--- src/rtl/mmio_bus_router_if.sv ---
// CPU data-port, block-memory and MMIO-channel signals of the bus router,
// grouped so that the router and its environment share one connection.
interface mmio_bus_router_if #(
  parameter int NUM_CH       = 4,
  parameter int CH_SPAN_LOG2 = 3
);
  // CPU data port
  logic [31:0]            cpu_addr;
  logic [31:0]            cpu_din;
  logic                   cpu_wea;
  logic                   cpu_rea;
  logic [3:0]             cpu_wen;
  logic [31:0]            cpu_dout;
  logic                   cpu_hold;
  logic                   cpu_err;
  // Block memory
  logic                   mem_en;
  logic [3:0]             mem_wen;
  logic [31:0]            mem_addr;
  logic [31:0]            mem_din;
  logic [31:0]            mem_dout;
  // MMIO channels
  logic [NUM_CH-1:0]      ch_sel;
  logic                   ch_wen;
  logic                   ch_ren;
  logic [CH_SPAN_LOG2-1:0] ch_addr;
  logic [31:0]            ch_din;
  logic [NUM_CH*32-1:0]   ch_dout;
  logic [NUM_CH-1:0]      ch_ack;

  // Router side
  modport slave (
    input  cpu_addr, cpu_din, cpu_wea, cpu_rea, cpu_wen,
    input  mem_dout, ch_dout, ch_ack,
    output cpu_dout, cpu_hold, cpu_err,
    output mem_en, mem_wen, mem_addr, mem_din,
    output ch_sel, ch_wen, ch_ren, ch_addr, ch_din
  );

  // CPU / memory / peripheral side
  modport master (
    output cpu_addr, cpu_din, cpu_wea, cpu_rea, cpu_wen,
    output mem_dout, ch_dout, ch_ack,
    input  cpu_dout, cpu_hold, cpu_err,
    input  mem_en, mem_wen, mem_addr, mem_din,
    input  ch_sel, ch_wen, ch_ren, ch_addr, ch_din
  );
endinterface

--- src/rtl/mmio_bus_router.sv ---
// MMIO bus router: decodes each CPU data-port access into block memory,
// one of NUM_CH MMIO channels, or unmapped space. Channel accesses stall the
// CPU until the channel acks or a bounded timeout expires; read data returns
// through a registered select so a back-to-back access cannot corrupt it.
module mmio_bus_router #(
  parameter int          NUM_CH       = 4,
  parameter logic [19:0] MMIO_BASE    = 20'haaaaa,
  parameter logic [11:0] CH_BASE      = 12'h400,
  parameter int          CH_SPAN_LOG2 = 3,
  parameter int          MEM_LAT      = 1,
  parameter int          TIMEOUT      = 15
) (
  input  logic             clk,
  input  logic             Rst,
  mmio_bus_router_if.slave bus_io
);

  typedef enum logic [1:0] {
    ST_IDLE     = 2'd0,
    ST_MEM_WAIT = 2'd1,
    ST_CH_WAIT  = 2'd2,
    ST_RESP     = 2'd3
  } state_t;

  // Where cpu_dout comes from this cycle: the held register or live memory data
  typedef enum logic {
    SRC_REG = 1'b0,
    SRC_MEM = 1'b1
  } src_t;

  state_t            state_q, state_d;
  src_t              src_q, src_d;
  logic [7:0]        cnt_q, cnt_d;
  logic [NUM_CH-1:0] sel_q, sel_d;
  logic              rd_q, rd_d;
  logic [31:0]       dout_q, dout_d;
  logic              err_q, err_d;

  logic              req_s, load_s, store_s;
  logic              is_mem_s, is_ch_s;
  logic [11:0]       rel_s, win_s;
  logic [NUM_CH-1:0] dec_sel_s;
  logic              ack_now_s, ack_wait_s;
  logic [31:0]       cpu_dout_s;

  logic                    mem_en_s, ch_wen_s, ch_ren_s, hold_s;
  logic [3:0]              mem_wen_s;
  logic [NUM_CH-1:0]       ch_sel_s;
  logic [CH_SPAN_LOG2-1:0] ch_addr_s;

  // OR together the read-data slices of the selected channel(s)
  function automatic logic [31:0] pick_data(input logic [NUM_CH-1:0]    sel,
                                            input logic [NUM_CH*32-1:0] data);
    logic [31:0] r;
    r = 32'd0;
    for (int k = 0; k < NUM_CH; k++) begin
      if (sel[k]) begin
        r = r | data[32*k +: 32];
      end else begin
        r = r;
      end
    end
    return r;
  endfunction

  // Request qualification and address decode
  always_comb begin
    req_s    = bus_io.cpu_wea | bus_io.cpu_rea;
    store_s  = bus_io.cpu_wea;
    load_s   = bus_io.cpu_rea & ~bus_io.cpu_wea;
    is_mem_s = (bus_io.cpu_addr[31:17] == 15'd0);
    rel_s    = bus_io.cpu_addr[11:0] - CH_BASE;
    win_s    = rel_s >> CH_SPAN_LOG2;
    is_ch_s  = (bus_io.cpu_addr[31:12] == MMIO_BASE) &&
               (bus_io.cpu_addr[11:0] >= CH_BASE) &&
               (win_s < 12'(NUM_CH));
    dec_sel_s = {NUM_CH{1'b0}};
    for (int k = 0; k < NUM_CH; k++) begin
      if (is_ch_s && (win_s == 12'(k))) begin
        dec_sel_s[k] = 1'b1;
      end else begin
        dec_sel_s[k] = 1'b0;
      end
    end
    ack_now_s  = |(bus_io.ch_ack & dec_sel_s);
    ack_wait_s = |(bus_io.ch_ack & sel_q);
  end

  // Live memory data is shown only in the cycle the registered select points at it
  always_comb begin
    if (src_q == SRC_MEM) begin
      cpu_dout_s = bus_io.mem_dout;
    end else begin
      cpu_dout_s = dout_q;
    end
  end

  // Next-state, strobes and stall generation
  always_comb begin
    state_d   = state_q;
    cnt_d     = cnt_q;
    sel_d     = sel_q;
    rd_d      = rd_q;
    dout_d    = cpu_dout_s;
    src_d     = SRC_REG;
    err_d     = 1'b0;
    mem_en_s  = 1'b0;
    mem_wen_s = 4'd0;
    ch_sel_s  = {NUM_CH{1'b0}};
    ch_wen_s  = 1'b0;
    ch_ren_s  = 1'b0;
    ch_addr_s = {CH_SPAN_LOG2{1'b0}};
    hold_s    = 1'b0;
    if (Rst) begin
      state_d = ST_IDLE;
    end else begin
      case (state_q)
        ST_IDLE, ST_RESP: begin
          state_d = ST_IDLE;
          if (req_s) begin
            if (is_mem_s) begin
              mem_en_s  = 1'b1;
              mem_wen_s = store_s ? bus_io.cpu_wen : 4'd0;
              rd_d      = load_s;
              if (MEM_LAT > 1) begin
                hold_s  = 1'b1;
                cnt_d   = 8'd0;
                state_d = ST_MEM_WAIT;
              end else begin
                src_d = load_s ? SRC_MEM : SRC_REG;
              end
            end else if (is_ch_s) begin
              ch_sel_s  = dec_sel_s;
              ch_wen_s  = store_s;
              ch_ren_s  = load_s;
              ch_addr_s = rel_s[CH_SPAN_LOG2-1:0];
              if (ack_now_s) begin
                // Same-cycle ack completes without a stall
                state_d = ST_RESP;
                dout_d  = load_s ? pick_data(dec_sel_s, bus_io.ch_dout) : 32'd0;
              end else begin
                hold_s  = 1'b1;
                sel_d   = dec_sel_s;
                rd_d    = load_s;
                cnt_d   = 8'd0;
                state_d = ST_CH_WAIT;
              end
            end else begin
              // Unmapped: error response next cycle, nothing touched
              state_d = ST_RESP;
              dout_d  = 32'd0;
              err_d   = 1'b1;
            end
          end else begin
            state_d = ST_IDLE;
          end
        end
        ST_MEM_WAIT: begin
          // Stall drops one cycle before the memory data is presented
          if (cnt_q == 8'(MEM_LAT - 2)) begin
            state_d = ST_IDLE;
            src_d   = rd_q ? SRC_MEM : SRC_REG;
          end else begin
            hold_s = 1'b1;
            cnt_d  = cnt_q + 8'd1;
          end
        end
        ST_CH_WAIT: begin
          hold_s   = 1'b1;
          ch_sel_s = sel_q;
          if (ack_wait_s) begin
            // An ack on the timeout cycle still counts as a good completion
            state_d = ST_RESP;
            sel_d   = {NUM_CH{1'b0}};
            dout_d  = rd_q ? pick_data(sel_q, bus_io.ch_dout) : 32'd0;
          end else if ((cnt_q + 8'd1) == 8'(TIMEOUT)) begin
            state_d = ST_RESP;
            sel_d   = {NUM_CH{1'b0}};
            dout_d  = 32'd0;
            err_d   = 1'b1;
          end else begin
            cnt_d = cnt_q + 8'd1;
          end
        end
        default: begin
          state_d = ST_IDLE;
        end
      endcase
    end
  end

  // State and response registers with synchronous reset
  always_ff @(posedge clk) begin
    if (Rst) begin
      state_q <= ST_IDLE;
      src_q   <= SRC_REG;
      cnt_q   <= 8'd0;
      sel_q   <= {NUM_CH{1'b0}};
      rd_q    <= 1'b0;
      dout_q  <= 32'd0;
      err_q   <= 1'b0;
    end else begin
      state_q <= state_d;
      src_q   <= src_d;
      cnt_q   <= cnt_d;
      sel_q   <= sel_d;
      rd_q    <= rd_d;
      dout_q  <= dout_d;
      err_q   <= err_d;
    end
  end

  assign bus_io.cpu_dout = cpu_dout_s;
  assign bus_io.cpu_err  = err_q;
  assign bus_io.cpu_hold = hold_s;
  assign bus_io.mem_en   = mem_en_s;
  assign bus_io.mem_wen  = mem_wen_s;
  assign bus_io.mem_addr = bus_io.cpu_addr;
  assign bus_io.mem_din  = bus_io.cpu_din;
  assign bus_io.ch_sel   = ch_sel_s;
  assign bus_io.ch_wen   = ch_wen_s;
  assign bus_io.ch_ren   = ch_ren_s;
  assign bus_io.ch_addr  = ch_addr_s;
  assign bus_io.ch_din   = bus_io.cpu_din;

endmodule

--- src/flat_wrapper.sv ---
// flat-port wrapper written by rule: the top's interface ports become plain ports
module mmio_bus_router_flat 
#(
  parameter int          NUM_CH       = 4,
  parameter logic [19:0] MMIO_BASE    = 20'haaaaa,
  parameter logic [11:0] CH_BASE      = 12'h400,
  parameter int          CH_SPAN_LOG2 = 3,
  parameter int          MEM_LAT      = 1,
  parameter int          TIMEOUT      = 15
)
  (clk, Rst, bus_io_cpu_addr, bus_io_cpu_din, bus_io_cpu_wea, bus_io_cpu_rea, bus_io_cpu_wen, bus_io_mem_dout, bus_io_ch_dout, bus_io_ch_ack, bus_io_cpu_dout, bus_io_cpu_hold, bus_io_cpu_err, bus_io_mem_en, bus_io_mem_wen, bus_io_mem_addr, bus_io_mem_din, bus_io_ch_sel, bus_io_ch_wen, bus_io_ch_ren, bus_io_ch_addr, bus_io_ch_din);
  mmio_bus_router_if #(.NUM_CH(NUM_CH), .CH_SPAN_LOG2(CH_SPAN_LOG2)) bus_io_i ();
  input  logic clk;
  input  logic Rst;
  input wire logic [$bits(bus_io_i.cpu_addr)-1:0] bus_io_cpu_addr;
  input wire logic [$bits(bus_io_i.cpu_din)-1:0] bus_io_cpu_din;
  input wire logic [$bits(bus_io_i.cpu_wea)-1:0] bus_io_cpu_wea;
  input wire logic [$bits(bus_io_i.cpu_rea)-1:0] bus_io_cpu_rea;
  input wire logic [$bits(bus_io_i.cpu_wen)-1:0] bus_io_cpu_wen;
  input wire logic [$bits(bus_io_i.mem_dout)-1:0] bus_io_mem_dout;
  input wire logic [$bits(bus_io_i.ch_dout)-1:0] bus_io_ch_dout;
  input wire logic [$bits(bus_io_i.ch_ack)-1:0] bus_io_ch_ack;
  output wire logic [$bits(bus_io_i.cpu_dout)-1:0] bus_io_cpu_dout;
  output wire logic [$bits(bus_io_i.cpu_hold)-1:0] bus_io_cpu_hold;
  output wire logic [$bits(bus_io_i.cpu_err)-1:0] bus_io_cpu_err;
  output wire logic [$bits(bus_io_i.mem_en)-1:0] bus_io_mem_en;
  output wire logic [$bits(bus_io_i.mem_wen)-1:0] bus_io_mem_wen;
  output wire logic [$bits(bus_io_i.mem_addr)-1:0] bus_io_mem_addr;
  output wire logic [$bits(bus_io_i.mem_din)-1:0] bus_io_mem_din;
  output wire logic [$bits(bus_io_i.ch_sel)-1:0] bus_io_ch_sel;
  output wire logic [$bits(bus_io_i.ch_wen)-1:0] bus_io_ch_wen;
  output wire logic [$bits(bus_io_i.ch_ren)-1:0] bus_io_ch_ren;
  output wire logic [$bits(bus_io_i.ch_addr)-1:0] bus_io_ch_addr;
  output wire logic [$bits(bus_io_i.ch_din)-1:0] bus_io_ch_din;
  assign bus_io_i.cpu_addr = bus_io_cpu_addr;
  assign bus_io_i.cpu_din = bus_io_cpu_din;
  assign bus_io_i.cpu_wea = bus_io_cpu_wea;
  assign bus_io_i.cpu_rea = bus_io_cpu_rea;
  assign bus_io_i.cpu_wen = bus_io_cpu_wen;
  assign bus_io_i.mem_dout = bus_io_mem_dout;
  assign bus_io_i.ch_dout = bus_io_ch_dout;
  assign bus_io_i.ch_ack = bus_io_ch_ack;
  assign bus_io_cpu_dout = bus_io_i.cpu_dout;
  assign bus_io_cpu_hold = bus_io_i.cpu_hold;
  assign bus_io_cpu_err = bus_io_i.cpu_err;
  assign bus_io_mem_en = bus_io_i.mem_en;
  assign bus_io_mem_wen = bus_io_i.mem_wen;
  assign bus_io_mem_addr = bus_io_i.mem_addr;
  assign bus_io_mem_din = bus_io_i.mem_din;
  assign bus_io_ch_sel = bus_io_i.ch_sel;
  assign bus_io_ch_wen = bus_io_i.ch_wen;
  assign bus_io_ch_ren = bus_io_i.ch_ren;
  assign bus_io_ch_addr = bus_io_i.ch_addr;
  assign bus_io_ch_din = bus_io_i.ch_din;
  mmio_bus_router #(.NUM_CH(NUM_CH), .MMIO_BASE(MMIO_BASE), .CH_BASE(CH_BASE), .CH_SPAN_LOG2(CH_SPAN_LOG2), .MEM_LAT(MEM_LAT), .TIMEOUT(TIMEOUT)) u_core (.clk(clk), .Rst(Rst), .bus_io(bus_io_i));
endmodule
--- config.mk ---
export PLATFORM = sky130hd
export DESIGN_NAME = mmio_bus_router_flat
export DESIGN_NICKNAME = d
export VERILOG_FILES = /design/src/rtl/mmio_bus_router_if.sv /design/src/rtl/mmio_bus_router.sv /design/src/flat_wrapper.sv
export SDC_FILE = /design/constraint.sdc
export NUM_CORES = 1
export LEC_CHECK = 0
export BUFFER_PORTS_ARGS = -buffer_cell sky130_fd_sc_hd__buf_2
export CAP_MARGIN = 0
export CORE_AREA = 3 3 146 148
export DETAILED_ROUTE_END_ITERATION = 16
export DIE_AREA = 0 0 149 151
export GPL_ROUTABILITY_DRIVEN = 0
export HOLD_SLACK_MARGIN = 0.1
export PLACE_DENSITY_LB_ADDON = 0.1
export SYNTH_ARGS = -nofsm -noshare
export SYNTH_HDL_FRONTEND = slang
export SYNTH_SLANG_ARGS = --single-unit
--- constraint.sdc ---
create_clock -name clk -period 3.4 [get_ports clk]
set_input_delay 0.34 -clock clk [delete_from_list [all_inputs] [get_ports clk]]
set_output_delay 0.34 -clock clk [all_outputs]
set_load 0.03 [all_outputs]
Word level (Yosys, flattened, before mapping)
Cells that the tools add are included.

word-level totals
  register bits = 49
  output and inout port bits = 144

cells by class
  add/sub/neg operators = 2
  $lt $le $gt $ge = 2
  eq/ne operators = 19
  mux-type cells = 123
  bitwise operators = 11
  reductions and logical operators = 18

operators with widths
  cell                                                    count
  2-to-1 mux 32 bit                                       44
  bitwise OR 32 bit                                       6
  case mux 32 bit (2 select lines)                        1
  2-to-1 mux 4 bit                                        15
  2-to-1 mux 8 bit                                        7
  2-to-1 mux 1 bit                                        39
  case mux 8 bit (3 select lines)                         1
  equality test 20 bit (second input constant)            1
  equality test 9 x 2 -> 1 bit (second input constant)    2
  case mux 4 bit (2 select lines)                         2
  zero test 15 bit                                        1
  2-to-1 mux 3 bit                                        5
  >= comparator 12 x 11 -> 1 bit (second input constant)  1
  zero test 12 bit                                        1
  subtractor 12 x 11 -> 12 bit (second input constant)    1
  2-to-1 mux 2 bit                                        5
  inequality test 2 bit (second input constant)           5
  equality test 9 x 1 -> 1 bit (second input constant)    1
  < comparator 9 x 3 -> 1 bit (second input constant)     1
  adder 8 x 1 -> 8 bit (second input constant)            1
  bitwise AND 4 bit                                       2
  equality test 8 x 4 -> 1 bit (second input constant)    1
  equality test 8 bit (second input constant)             1
  inequality test 2 x 1 -> 1 bit (second input constant)  4
  other kinds (18)                                        27

Logic depth before layout (Yosys ltp)
Gate-level depths: netlist of run 1.

  depth in word-level cells = 37
  depth in mapped cells = 11

Worst setup path before layout of run 1
OpenSTA, ideal clock, no wires.

  path kind = input to output
  from = input bus_io_cpu_addr[10]
  to = output bus_io_cpu_hold
  data arrival time = 2.693 ns
  setup slack = 0.367 ns
  stages = 8
  path through = inv_1 ha_1 or3b_1 or4_1 buf_2 nor3_1 a31oi_1 a311oi_1

on the way
  word-level cells in the longest chain between the ends = 13

RTL lines
  item                                                                                   line                                          source
  start, declared                                                                        flat_wrapper.sv:15                            input wire logic [$bits(bus_io_i.cpu_addr)-1:0] bus_io_cpu_addr;
  subtractor 12 x 11 -> 12 bit / >= comparator 12 x 11 -> 1 bit (equally long branches)  mmio_bus_router.sv:72, mmio_bus_router.sv:75
  < comparator 9 x 3 -> 1 bit / logical AND 1 bit (equally long branches)                mmio_bus_router.sv:76, mmio_bus_router.sv:74
  logical AND 1 bit                                                                      mmio_bus_router.sv:75                         (bus_io.cpu_addr[11:0] >= CH_BASE) &&
  logical AND 1 bit                                                                      mmio_bus_router.sv:79                         if (is_ch_s && (win_s == 12'(k))) begin
  2-to-1 mux 1 bit                                                                       mmio_bus_router.sv:79
  bitwise AND 4 bit                                                                      mmio_bus_router.sv:85                         ack_now_s = |(bus_io.ch_ack & dec_sel_s);
  OR reduction 4 bit                                                                     mmio_bus_router.sv:85
  2-to-1 mux 1 bit                                                                       mmio_bus_router.sv:137                        if (ack_now_s) begin
  2-to-1 mux 1 bit *                                                                     mmio_bus_router.sv:132                        end else if (is_ch_s) begin
  2-to-1 mux 1 bit *                                                                     mmio_bus_router.sv:121                        if (is_mem_s) begin
  2-to-1 mux 1 bit *                                                                     mmio_bus_router.sv:120                        if (req_s) begin
  case mux 1 bit (3 select lines) *                                                      mmio_bus_router.sv:117                        case (state_q)
  2-to-1 mux 1 bit *                                                                     mmio_bus_router.sv:114                        if (Rst) begin
  end, declared                                                                          flat_wrapper.sv:24                            output wire logic [$bits(bus_io_i.cpu_hold)-1:0] bus_io_cpu_hold;

Mark *: on every way between the ends. The rest lies on a longest branch, timed or not.

Worst setup path in the final report of run 1
  from = input bus_io_cpu_addr[10]
  to = output bus_io_ch_sel[1]

on the way
  word-level cells in the longest chain between the ends = 10

RTL lines
  item                                                                                   line                                          source
  subtractor 12 x 11 -> 12 bit / >= comparator 12 x 11 -> 1 bit (equally long branches)  mmio_bus_router.sv:72, mmio_bus_router.sv:75
  < comparator 9 x 3 -> 1 bit / logical AND 1 bit (equally long branches)                mmio_bus_router.sv:76, mmio_bus_router.sv:74
  logical AND 1 bit                                                                      mmio_bus_router.sv:75
  logical AND 1 bit                                                                      mmio_bus_router.sv:79
  2-to-1 mux 1 bit                                                                       mmio_bus_router.sv:79
  2-to-1 mux 4 bit *                                                                     mmio_bus_router.sv:132
  2-to-1 mux 4 bit *                                                                     mmio_bus_router.sv:121
  2-to-1 mux 4 bit *                                                                     mmio_bus_router.sv:120
  case mux 4 bit (2 select lines) *                                                      mmio_bus_router.sv:117
  2-to-1 mux 4 bit *                                                                     mmio_bus_router.sv:114
  end, declared                                                                          flat_wrapper.sv:30                            output wire logic [$bits(bus_io_i.ch_sel)-1:0] bus_io_ch_sel;

Marks and branches as above.

==> results of run 1 <==
flip-flops by register name (all words and copies together) (netlist names):
signal / flops
u_core.cnt_q: 8
u_core.src_q: 1
u_core.dout_q: 32
u_core.sel_q: 4
u_core.rd_q: 1
u_core.state_q: 2
u_core.bus_io.cpu_err: 1
synth_stat cells, types with 10 or more instances:
| cell type | count |
|---|---|
| mux2i_1 | 21 |
| nand3_1 | 10 |
| o21ai_0 | 32 |
| mux2_2 | 24 |
| and2_1 | 10 |
| a21oi_1 | 49 |
| nand4_1 | 10 |
| nor2_1 | 30 |
| nand2_1 | 44 |
| clkbuf_1 | 39 |
| a22oi_1 | 69 |
| buf_4 | 97 |
| inv_1 | 24 |
| dfxtp_1 | 49 |
| mux4_2 | 25 |
| a31oi_1 | 26 |
cell type report:
type / count / area share [%]
timing repair buffer: 304 / 24.4
multi-input combinational: 441 / 51.6
sequential: 49 / 15.2
inverter: 24 / 1.39
tap: 270 / 5.23
clock buffer: 7 / 2.21
report_power, final:
part	switching (mW)	internal [mW]	total, mW
combinational	0.548	0.329	0.876
clock	0.236	0.290	0.526
sequential	0.0182	0.598	0.616
total	0.802	1.22	2.02
worst max-delay path by stage:
stage               cells past startpoint                start               end  slack (ns)
floorplan                               8  bus_io_cpu_addr[10]   bus_io_cpu_hold        0.37
global placement                       10  bus_io_cpu_addr[10]  bus_io_ch_sel[1]        0.29
detailed placement                     10  bus_io_cpu_addr[10]  bus_io_ch_sel[1]        0.23
CTS                                    10  bus_io_cpu_addr[10]  bus_io_ch_sel[1]        0.23
global route                           10  bus_io_cpu_addr[10]  bus_io_ch_sel[1]        0.07
finish                                 10  bus_io_cpu_addr[10]  bus_io_ch_sel[1]        0.25
cells by family (layout without fill, tap and decap cells):
kind of cell,count (synthesis),count (layout),synth area share (%)
mux,70,70,19.5
flops,49,49,18.4
xor+xnor,3,3,0.492
fa+ha+maj,6,6,1.41
buf+inv,171,335,19.4
simple gates,145,145,14.2
compound gates,217,217,26.6
worst reg2reg max path, stage by stage, from the launching register on:
cell      delay [ns]
dfxtp_1         0.41
ha_1            0.29
nand4_1         0.27
nor4_1          0.40
or2_2           0.20
a41oi_1         0.27
o21ai_1         0.61
o221ai_1        0.22
metal layers:
metal / share of wire, % / GRT usage (%)
met1: 39 / 23.3
met3: 7.3 / 4.43
met5: 0 / 0
met4: 3.0 / 7.96
met2: 51 / 35.5
cell usage in the layout, fill, tap and decap left out, types with 24 or more instances in the layout:
| cell type | count |
|---|---|
| nor2_1 | 30 |
| inv_1 | 24 |
| nand2_1 | 44 |
| o21ai_0 | 32 |
| a22oi_1 | 69 |
| mux2_2 | 24 |
| dfxtp_1 | 48 |
| buf_2 | 283 |
| a31oi_1 | 26 |
| a21oi_1 | 49 |
| mux4_2 | 25 |
==> out/qor.txt, run 1 <==
Ports: 380
Max incr delay on CP: 0.51 ns
CTS buffer count: 5
Clock Latency Late Sink: 0.30 ns
Reg area: 982 sq um
Slowest cell on the critical path: or4_1
Final min period: 3.15 ns
Core box area: 0.0202 sq mm
Post-Place Cells: 1088
Area after DPL: 0.00632 sq mm
Synth top area share: 18.4%
Setup tns final: 0 ns
Worst-path clk slew: 0.07 ns
Hold Fails Final Rpt: 0
CP top delay family: simple AND/OR/NAND/NOR gates
Flop2flop setup slack: 0.59 ns
Leak: 2.68 nW
Max-slew violations: 0
EDFF count, synth: 0
Clock buffer depth: 2
Largest net degree at the start of global routing: 40
Die area: 0.0225 sq mm
Post-Syn Area: 0.00534 sq mm
CTS tree: done
CP arrival: 2.81 ns
Startpoint types: primary input
HP Start: bus_io_mem_dout[5]
Starting Density: 26.5%
Routed Antenna Nets: 0
WL/cell: 21.5 um
Buffers added on ports: 283
Total power: 2.02 mW
Tightest Pin Transition: 0.994 ns
Vias per Instance: 5.32
Post-CTS Hold Fix Bufs: 0
Max_cap viols: 0
Routed wire length: 23500 um
Worst Hold Class: primary input to flip-flop
Worst hold path depth: 3
Layout cells sized above 1: 44.8%
CP max FO: 5
Final hold slack: 0.375 ns
Via Count: 5830
Synth cell types: 58
RSZ-0062 raised after global routing: no
Gr ovfl total: 0
#FFs+latches synth: 49
Area of the multi-input gates: 0.00334 sq mm
Clock sinks: 49
Post-CTS sizing: 0
First-pass GRT wire length: 34900 um
Seq/Total Area, Yosys: 18.4%
Worst r2r dst: u_core.cnt_q[6]
Final nets: 1067
Ys flop type: dfxtp_1
CP required: 3.06 ns
Status: finished, final reports clean
Final std cells w/o fill: 1095
Remaining DRCs: 0
Std cell rows: 52
Tcrit/Tclk final: 92.7%
Drt initial violations: 325
P per Cell Area: 312 mW/mm^2
Mapped Cells: 661
Antenna cells: 0
FMAX: 317 MHz
Slew headroom: 33.7%
Vias in the first global route: 6132
Tot GR Track Use: 20.0%
Cell breakdown of the critical path: buf_2 -> inv_1 -> ha_1 -> or3b_1 -> or4_1 -> or2_0 -> nor3_1 -> a22oi_1 -> nor2_1 -> buf_2
Largest cells by area after synthesis: dfxtp_1, buf_4, mux4_2, a22oi_1, mux2_2
Area leader, netlist: dfxtp_1
Async SR Flop Fraction: 0%
Cell mode on critical path: buf_2
Hold EP: u_core.dout_q[5]
Critical Path Sink Type: output port
Reg-to-reg critical path startpoint: u_core.cnt_q[0]
Skew final: 0.00326 ns
Util after Layout: 32.0%
VDD IR max: 0.165 mV
Area grow syn2layout: 21.0%
Syn Area/Cell: 8.08 sq um
Post-CTS setup buffers: 0
Setup WS pre-CTS: 0.234 ns
Max H-tree Level: 2
Reg2reg path depth: 7
Yosys warns: 0
Initial antenna violation count: 1
Final setup viols: 0
Final worst setup slack: 0.250 ns
Die W: 149 um
Synthesized Nets: 903
DRT Pass-1 Iters: 5
WP buf/inv: 3
DP HPWL: 17900 um
Root Buffer: clkbuf_16
Final non-filler cell area: 0.00646 sq mm
Die Ht: 151 um
Layout fillers: 2225
Critical path type: primary input to output port
(Power assumes the default switching activity.)
==> run 2, diff against run 1 <==
Settings changed: BUFFER_PORTS_ARGS -buffer_cell sky130_fd_sc_hd__buf_2 to -buffer_cell sky130_fd_sc_hd__buf_4, RECOVER_POWER from default to 50.
==> out/qor.txt, run 2 (synthesis results as in run 1) <==
Most flops, register: u_core.dout_q
Post-CTS sizing: 0 (unchanged)
Vias per Instance: 5.35 (+0.45%)
DRT Pass-1 Iters: 5 (unchanged)
Status: finished, final reports clean
P per Cell Area: 297 mW/mm^2 (-4.9%)
Drt initial violations: 410 (+26%)
Largest register FFs: 32 (unchanged)
Buffers added on ports: 283 (unchanged)
CP required: 3.06 ns (about the same)
Max-slew violations: 0 (unchanged)
Hold Fails Final Rpt: 0 (unchanged)
CTS tree: done
Tightest Pin Transition: 1.16 ns (+0.162 ns)
Tot GR Track Use: 20.0% (about the same)
Ports: 380 (unchanged)
DP HPWL: 18400 um (+2.3%)
Die area: 0.0225 sq mm (unchanged)
FMAX: 325 MHz (+2.3%)
Post-CTS setup buffers: 0 (unchanged)
Layout cells sized above 1: 41.2% (-3.6 points)
Slew headroom: 22.9% (-11 points)
Final hold slack: 0.320 ns (-0.0549 ns)
CP max FO: 5 (unchanged)
Final setup viols: 0 (unchanged)
Worst Hold Class: primary input to flip-flop
CP arrival: 2.74 ns (-0.07 ns)
Die Ht: 151 um (unchanged)
Post-CTS Hold Fix Bufs: 0 (unchanged)
Critical path type: primary input to output port
Remaining DRCs: 0 (unchanged)
Setup tns final: 0 ns (unchanged)
Tcrit/Tclk final: 90.5% (-2.1 points)
Routed Antenna Nets: 0 (unchanged)
Most frequent cells in the layout: buf_4, a22oi_1, a21oi_1
Max H-tree Level: 2 (unchanged)
Clock buffer depth: 2 (unchanged)
Die W: 149 um (unchanged)
Routed wire length: 23800 um (+1.2%)
Leak: 2.77 nW (+3.3%)
Initial antenna violation count: 0 (-1)
Clock sinks: 49 (unchanged)
Final min period: 3.08 ns (-0.0718 ns)
Starting Density: 26.5% (unchanged)
Worst-path clk slew: 0.07 ns (about the same)
Skew final: 0.00431 ns (+0.00105 ns)
Std cell rows: 52 (unchanged)
CTS buffer count: 5 (unchanged)
First-pass GRT wire length: 35000 um (+0.36%)
Vias in the first global route: 6107 (-0.41%)
Largest net degree at the start of global routing: 40 (unchanged)
VDD IR max: 0.199 mV (+21%)
Antenna cells: 0 (unchanged)
Core box area: 0.0202 sq mm (unchanged)
Most common cell after layout, fill and taps aside: buf_4
Total power: 2.10 mW (+3.9%)
WL/cell: 21.7 um (+1.2%)
Via Count: 5856 (+0.45%)
Area grow syn2layout: 32.2%
Gr ovfl total: 0 (unchanged)
Critical Path Sink Type: output port
Clock Latency Late Sink: 0.30 ns (about the same)
Startpoint types: primary input
RSZ-0062 raised after global routing: no
Max_cap viols: 0 (unchanged)
Root Buffer: clkbuf_16
Final nets: 1066 (-0.094%)
Biggest regs: u_core.dout_q: 32 flops, u_core.cnt_q: 8 flops, u_core.sel_q: 4 flops
## run 2: final cells by class
| class | instances | area [sq um] |
|---|---|---|
| clock buffers | 7 | 153 |
| clock inverters | 1 | 5.00 |
| fillers | 2200 | 13100 |
| inverters | 24 | 90.1 |
| multi-input cells | 441 | 3340 |
| flip-flops and latches | 49 | 982 |
| well taps | 270 | 338 |
| repair buffers | 303 | 2160 |
## run 2: per-layer routing
layer	track usage, %	up-vias	wire length [um]
li1	-	2706	-
met1	22.0	2775	8980
met2	36.6	331	12100
met3	4.88	44	1980
met4	8.33	0	730
met5	0	-	0
## run 2: final timing paths
| check | start | to | slack [ns] | cells after the start |
|---|---|---|---|---|
| worst max-delay path | bus_io_cpu_addr[10] | bus_io_ch_sel[1] | 0.32 | 10 |
| worst min register to register | u_core.state_q[1] | u_core.state_q[1] | 0.49 | 2 |
| worst min-delay path | Rst | u_core.src_q | 0.32 | 2 |
| worst max register to register | u_core.cnt_q[0] | u_core.dout_q[0] | 0.59 | 7 |
## run 2: where the power goes
group          total [mW]  switching (mW)  internal [mW]
sequential          0.617          0.0189          0.598
combinational       0.935           0.541          0.395
clock               0.546           0.233          0.312
## run 2: critical path: stages
cell and delay, ns:
buf_4 0.10, inv_1 0.04, ha_1 0.18, or3b_1 0.33, or4_1 0.51, or2_0 0.28
nor3_1 0.40, a22oi_1 0.13, nor2_1 0.23, buf_4 0.21
## run 2: metrics by stage
stage                     utilization [%]  cell area, sq um  cells  setup slack [ns]
after floorplan                         -              5340    661             0.367
after global placement               34.8              7020   1087             0.346
after detailed placement             34.8              7020   1087             0.323
after CTS                            35.6              7180   1095             0.313
after global routing                 35.0              7060   1095             0.165
final                                35.0              7060   1095             0.322
